File: src/rtl/a2_video_pkg.sv
// Shared Apple II video definitions: fetch FSM states, line geometry and
// the text/hires page base addresses used to locate a scanline in memory.
package a2_video_pkg;

   typedef enum logic [1:0] {
      ST_IDLE  = 2'd0,
      ST_ISSUE = 2'd1,
      ST_WAIT  = 2'd2,
      ST_DONE  = 2'd3
   } fetch_state_e;

   // Soft-switch state captured at the start of each line fetch.
   typedef struct packed {
      logic text;
      logic mixed;
      logic page2;
      logic hires;
   } video_mode_t;

   localparam int          LINE_WORDS       = 20;      // 40 columns, 2 per word
   localparam logic [15:0] TEXT_PAGE1_BASE  = 16'h0400;
   localparam logic [15:0] TEXT_PAGE2_BASE  = 16'h0800;
   localparam logic [15:0] HIRES_PAGE1_BASE = 16'h2000;
   localparam logic [15:0] HIRES_PAGE2_BASE = 16'h4000;
   localparam logic [7:0]  MIXED_LINE_LIMIT = 8'd160;  // text rows at the bottom in mixed mode
   localparam logic [7:0]  VISIBLE_LINES    = 8'd192;

   // Byte address of column 0 of a scanline, following the Apple II
   // interleaved memory map for text (8-line character rows) and hires.
   function automatic logic [15:0] line_base(input logic [7:0] line, input video_mode_t mode);
      logic [4:0]  row;
      logic [15:0] base;
      row = line[7:3];
      if (mode.text || (mode.mixed && (line >= MIXED_LINE_LIMIT)) || !mode.hires) begin
         base = (mode.page2 ? TEXT_PAGE2_BASE : TEXT_PAGE1_BASE)
              + {6'd0, row[2:0], 7'd0}
              + ({14'd0, row[4:3]} * 16'd40);
      end else begin
         base = (mode.page2 ? HIRES_PAGE2_BASE : HIRES_PAGE1_BASE)
              + {3'd0, line[2:0], 10'd0}
              + {6'd0, line[5:3], 7'd0}
              + ({14'd0, line[7:6]} * 16'd40);
      end
      return base;
   endfunction

endpackage

File: src/rtl/sdpram32.sv
// Simple dual-port 32-bit RAM: one write port, one registered read port.
module sdpram32 #(
   parameter int ADDR_WIDTH = 6
) (
   input  logic                  clk_i,
   input  logic                  we_i,
   input  logic [ADDR_WIDTH-1:0] waddr_i,
   input  logic [31:0]           wdata_i,
   input  logic [ADDR_WIDTH-1:0] raddr_i,
   output logic [31:0]           rdata_o
);

   logic [31:0] mem_q [2**ADDR_WIDTH];

   // Write when enabled; read data appears one cycle after the address.
   always_ff @(posedge clk_i) begin
      if (we_i) begin
         mem_q[waddr_i] <= wdata_i;
      end
      rdata_o <= mem_q[raddr_i];
   end

endmodule

File: src/rtl/video_line_fetcher.sv
// Fetches one Apple II scanline (20 x 32-bit words) into a ping-pong line
// buffer while the display side reads the previously completed line.
// Memory handshake: video_rd_o is a one-cycle request; the matching word is
// accepted in any later WAIT cycle where video_valid_i is high. If no data
// arrives within TIMEOUT_CYCLES WAIT cycles the word is stored as zero.
module video_line_fetcher
   import a2_video_pkg::*;
#(
   parameter int TIMEOUT_CYCLES = 16
) (
   input  logic        clk_logic,
   input  logic        reset,
   input  logic        line_start_i,
   input  logic [7:0]  line_i,
   input  logic        text_mode_i,
   input  logic        mixed_mode_i,
   input  logic        page2_i,
   input  logic        hires_mode_i,
   output logic [15:0] video_address_o,
   output logic        video_bank_o,
   output logic        video_rd_o,
   input  logic [31:0] video_data_i,
   input  logic        video_valid_i,
   input  logic [5:0]  rd_col_i,
   output logic [7:0]  main_byte_o,
   output logic [7:0]  aux_byte_o,
   output logic        fetch_done_o,
   output logic        timeout_err_o,
   output logic [1:0]  state_dbg_o
);

   localparam int TW = $clog2(TIMEOUT_CYCLES + 1);

   fetch_state_e state_q, state_d;
   logic [4:0]   count_q, count_d;
   logic [TW-1:0] timer_q, timer_d;

   logic [7:0]   line_q;
   video_mode_t  mode_q;
   logic         swap_q;       // selects the display buffer; fill is the other one
   logic         complete_q;   // fill buffer holds a whole line
   logic         timeout_err_q;
   logic         rd_ok_q;
   logic         rd_odd_q;

   logic         start_ok;
   logic         timed_out;
   logic         word_end;
   logic         last_word;
   logic [15:0]  base;
   logic         ram_we;
   logic [31:0]  ram_wdata;
   logic [31:0]  ram_rdata;

   assign start_ok  = line_start_i && (line_i < VISIBLE_LINES);
   assign timed_out = !video_valid_i && (timer_q == TW'(TIMEOUT_CYCLES - 1));
   assign word_end  = (state_q == ST_WAIT) && (video_valid_i || timed_out) && !start_ok;
   assign last_word = (count_q == 5'(LINE_WORDS - 1));
   assign base      = line_base(line_q, mode_q);

   // State register with counters.
   always_ff @(posedge clk_logic) begin
      if (reset) begin
         state_q <= ST_IDLE;
         count_q <= '0;
         timer_q <= '0;
      end else begin
         state_q <= state_d;
         count_q <= count_d;
         timer_q <= timer_d;
      end
   end

   // Next state: a new line_start restarts from any state and beats read data.
   always_comb begin
      state_d = state_q;
      count_d = count_q;
      timer_d = timer_q;
      if (start_ok) begin
         state_d = ST_ISSUE;
         count_d = '0;
         timer_d = '0;
      end else begin
         case (state_q)
            ST_IDLE:  state_d = ST_IDLE;
            ST_ISSUE: begin
               state_d = ST_WAIT;
               timer_d = '0;
            end
            ST_WAIT: begin
               if (video_valid_i || timed_out) begin
                  if (last_word) begin
                     state_d = ST_DONE;
                  end else begin
                     count_d = count_q + 5'd1;
                     state_d = ST_ISSUE;
                  end
               end else begin
                  timer_d = timer_q + TW'(1);
               end
            end
            ST_DONE:  state_d = ST_IDLE;
            default:  state_d = ST_IDLE;
         endcase
      end
   end

   // Outputs decoded from the current state.
   always_comb begin
      video_rd_o      = (state_q == ST_ISSUE);
      video_address_o = '0;
      if ((state_q == ST_ISSUE) || (state_q == ST_WAIT)) begin
         video_address_o = base + {10'd0, count_q, 1'b0};
      end
      fetch_done_o = (state_q == ST_DONE) && !start_ok;
      ram_we       = word_end;
      ram_wdata    = video_valid_i ? video_data_i : 32'd0;
   end

   // Line latch, buffer swap/complete tracking, sticky error, read pipeline.
   always_ff @(posedge clk_logic) begin
      if (reset) begin
         line_q        <= '0;
         mode_q        <= '0;
         swap_q        <= 1'b0;
         complete_q    <= 1'b0;
         timeout_err_q <= 1'b0;
         rd_ok_q       <= 1'b0;
         rd_odd_q      <= 1'b0;
      end else begin
         if (start_ok) begin
            line_q     <= line_i;
            mode_q     <= {text_mode_i, mixed_mode_i, page2_i, hires_mode_i};
            complete_q <= 1'b0;
            if (complete_q) begin
               swap_q <= ~swap_q;
            end
         end else if (state_q == ST_DONE) begin
            complete_q <= 1'b1;
         end
         if (word_end && !video_valid_i) begin
            timeout_err_q <= 1'b1;
         end
         rd_ok_q  <= (rd_col_i < 6'd40);
         rd_odd_q <= rd_col_i[0];
      end
   end

   sdpram32 #(
      .ADDR_WIDTH(6)
   ) u_line_ram (
      .clk_i   (clk_logic),
      .we_i    (ram_we),
      .waddr_i ({~swap_q, count_q}),
      .wdata_i (ram_wdata),
      .raddr_i ({swap_q, rd_col_i[5:1]}),
      .rdata_o (ram_rdata)
   );

   // Lane order {aux odd, main odd, aux even, main even}.
   assign main_byte_o   = !rd_ok_q ? 8'd0 : (rd_odd_q ? ram_rdata[23:16] : ram_rdata[7:0]);
   assign aux_byte_o    = !rd_ok_q ? 8'd0 : (rd_odd_q ? ram_rdata[31:24] : ram_rdata[15:8]);
   assign timeout_err_o = timeout_err_q;
   assign video_bank_o  = 1'b0;
   assign state_dbg_o   = state_q;

endmodule

File: config.mk
export PLATFORM = sky130hd
export DESIGN_NAME = video_line_fetcher
export DESIGN_NICKNAME = d
export VERILOG_FILES = /design/src/rtl/a2_video_pkg.sv /design/src/rtl/sdpram32.sv /design/src/rtl/video_line_fetcher.sv
export SDC_FILE = /design/constraint.sdc
export NUM_CORES = 2
export LEC_CHECK = 0
export CAP_MARGIN = 5
export CELL_PAD_IN_SITES_DETAIL_PLACEMENT = 2
export CELL_PAD_IN_SITES_GLOBAL_PLACEMENT = 2
export CORE_MARGIN = 2
export CORE_UTILIZATION = 40
export CTS_CLUSTER_SIZE = 28
export DETAILED_ROUTE_END_ITERATION = 10
export HOLD_SLACK_MARGIN = 0.08
export PLACE_DENSITY_LB_ADDON = 0.1
export SYNTH_ARGS = -nofsm -noshare
export SYNTH_HDL_FRONTEND = slang
export SYNTH_SLANG_ARGS = --single-unit
File: constraint.sdc
create_clock -name clk_logic -period 3.5 [get_ports clk_logic]
set_clock_uncertainty 0.05 [all_clocks]
set_input_delay 0.35 -clock clk_logic [delete_from_list [all_inputs] [get_ports clk_logic]]
set_output_delay 0.35 -clock clk_logic [all_outputs]
set_load 0.02 [all_outputs]
==> impl_summary.txt <==
----------------------------------------------------
[Global routing]
  Combined global-route utilization of all metal layers ... 0.239
  Initial antenna violation count ... 18
  Number of global-route vias before repair ... 46600
  Aggregate global routing overflow ... 0
  Largest net degree at the start of global routing ... 68
  First-pass GRT wire length ... 356000 um

[Clock tree]
  TritonCTS clock tree ... done
  Number of buffers created by CTS ... 223
  CTS sink count ... 2109
  Clock transition at the registers of the reported paths ... 0.06 ns
  Depth of the CTS H-tree ... 4
  Number of buffers on the longest clock path ... 3
  Root buffer cell ... clkbuf_16
  Clk_lat worst skew ... 0.86 ns

[Route]
  Detailed-router iteration count before antenna repair ... 5
  DR vias ... 43100
  Post-DR vias/cell ... 5.71
  Number of nets with antenna violations after detailed routing ... 0
  Violation count after the first detailed-route iteration ... 3952
  Average detailed-routed wire length per instance ... 33.2 um
  Number of remaining DRC errors ... 0
  Drt total wl ... 251000 um

[Synthesis]
  Leading register cell type out of synthesis ... edfxtp_1
  Proportion of synthesized flip-flops having asynchronous set or reset ... 0
  Yosys warning count ... 0
  Post-synthesis cell count ... 4303
  Part of the Yosys area used for sequential elements ... 0.768
  Number of register bits inferred by synthesis ... 2109
  Area of the mapped netlist ... 81700 sq um
  Number of flops mapped to enable cells by yosys ... 2048
  Average cell area after synthesis ... 19.0 sq um
  Count of different cell masters after synthesis ... 64

[Power and ir drop]
  PnR Total Power ... 53.7 mW
  Power per cell area ... 560 nW/um^2
  Maximum ir drop on the vdd rail ... 0.603 mV
  Leakage power of the design ... 30.5 nW

[Critical path]
  Data arrival at the endpoint of the critical path ... 2.96 ns
  Setup Crit Path Kind ... reg -> out
  Reg2reg setup slack ... 0.37 ns
  Startpoint types ... register
  Largest driver fanout on the critical path ... 8
  Endpoint class of the critical path ... output pin
  Data required time of the worst path ... 3.10 ns

[Outcome]
  Outcome ... completed

[Die]
  Number of placement rows ... 165
  Initial Utilization ... 0.403
  Height of the die ... 456 um
  Core Region ... 203000 sq um
  Die footprint ... 208000 sq um
  I/O Pins ... 92
  Die width ... 456 um

[Finish]
  Post-Route Utilization ... 0.474
  P&R area growth vs syn ... 17.6%
  Share of post-route cells with drive strength above 1 ... 0.189
  Final net count ... 4743
  Filler cells ... 18100
  Final cell count without fillers ... 7550
  Post-route standard cell area excluding fillers ... 96000 sq um

[Placed design]
  Placement Setup Slack ... 0.251 ns
  HPWL after detailed placement ... 153000 um
  Final GP Congestion ... 0.773
  Count of buffers from port buffering ... 88
  Placed cell count ... 7112
  Total placed instance area ... 88700 sq um

[STA]
  Min Tclk post-route ... 3.36 ns
  Total count of hold-check failures in the final report ... 0
  Final worst setup slack ... 0.139 ns
  RSZ-0062 raised after global routing ... false
  Number of pins with negative max-slew slack in the final report ... 0
  Share of the clock period used by the worst path ... 0.960
  Transition time of the tightest slew-check pin ... 1.18 ns
  Final setup violation count ... 0
  Minimum hold slack ... 0.191 ns
  Max Clock Freq ... 298 MHz
  Headroom to the max-slew limit ... 0.214
  Setup_tns ... 0 ns

[Worst hold path]
  Class of the tightest hold or removal check ... in -> reg

[Run]
  Max cap viols ... 0

----------------------------------------------------
==> power by group <==
group	switching (mW)	total [mW]	internal [mW]
clock network	9.83	23.3	13.5
logic	1.69	2.59	0.907
registers	0.0576	27.8	27.7
total	11.6	53.7	42.2
==> worst max-delay path, cell delays in order, from the launching register on <==
cell	delay, ns
dfxtp_1	0.31
buf_4	0.17
ha_1	0.30
a21o_1	0.18
a21o_1	0.24
nand3_1	0.12
xnor2_1	0.08
nor2_1	0.09
clkdlybuf4s50_1	0.62
==> registers in the layout (all words and copies together), names as in the netlist, 2 cells and up <==
signal and flops:
count_q 5, line_q 8, u_line_ram.rdata_o 32, mode_q 4, timer_q 5, u_line_ram.mem_q 2048, state_dbg_o 2
==> what timing repair did <==
action                                 4_1_cts  5_1_grt
resized for setup                           10        8
pin swaps                                    0        1
endpoints found under the hold margin       12        0
setup endpoints to repair                    5        4
hold buffers                                12        0
buffers inserted                             0        2
==> cell families (layout without fill, tap and decap cells) <==
family                     Yosys count  after routing  synth area share
and+or+nand+nor                    463            463            0.0282
DFF                               2109           2109             0.768
AOI/OAI and AO/OA                  538            538            0.0464
other                                1              9         0.0000459
muxes                              909            909             0.137
adders and majority gates           10             10           0.00162
buffers and inverters              261            828            0.0175
xor gates and xnor gates            12             12           0.00129
==> synthesized netlist by cell type, drive strengths merged (32+ instances only) <==
cell	n	area [sq um]
mux4	164	3700
a22oi	154	1160
clkbuf	94	354
and2	35	219
nor3	39	195
mux2i	729	7300
edfxtp	2048	61500
nor2	163	612
nand2	53	199
a21oi	64	320
nand3	80	400
dfxtp	61	1220
buf	160	1050
o22ai	176	1100
nor2b	32	200
==> worst paths after layout <==
check | to | start | cells past startpoint
setup reg to reg | u_line_ram.mem_q[42][16] | timer_q[0] | 10
setup / recovery | video_address_o[10] | count_q[3] | 8
hold reg to reg | mode_q[3] | mode_q[3] | 2
hold / removal | u_line_ram.mem_q[58][20] | video_data_i[20] | 2
==> layer usage <==
metal,routed length (um),part of all wire,vias to the layer above,GRT usage
li1,-,-,18300,-
met1,111000,0.44,23600,0.328
met2,126000,0.50,950,0.407
met3,8700,0.035,305,0.0278
met4,5110,0.020,0,0.0585
met5,0,0,-,0
==> cells in the final DEF, fill, tap and decap left out, drive strengths merged, types with 64 or more instances in the layout <==
master,count
o22ai,176
edfxtp,2048
buf,310
clkinv,95
clkbuf,296
a22oi,154
a21oi,64
mux2i,729
nand3,80
clkdlybuf4s50,76
nor2,163
mux4,164
==> final cells by class <==
cell class              count  area (sq um)  share of cell area
clock inverters           124          1070              0.0112
clock buffers             294          6070              0.0632
multi-input cells        1935         18100               0.189
repair buffers            403          4660              0.0486
flip-flops and latches   2109         62700               0.653
diodes                      6          15.0            0.000156
well taps                2672          3340              0.0348
inverters                   7          26.3            0.000274
(Power assumes the default switching activity.)
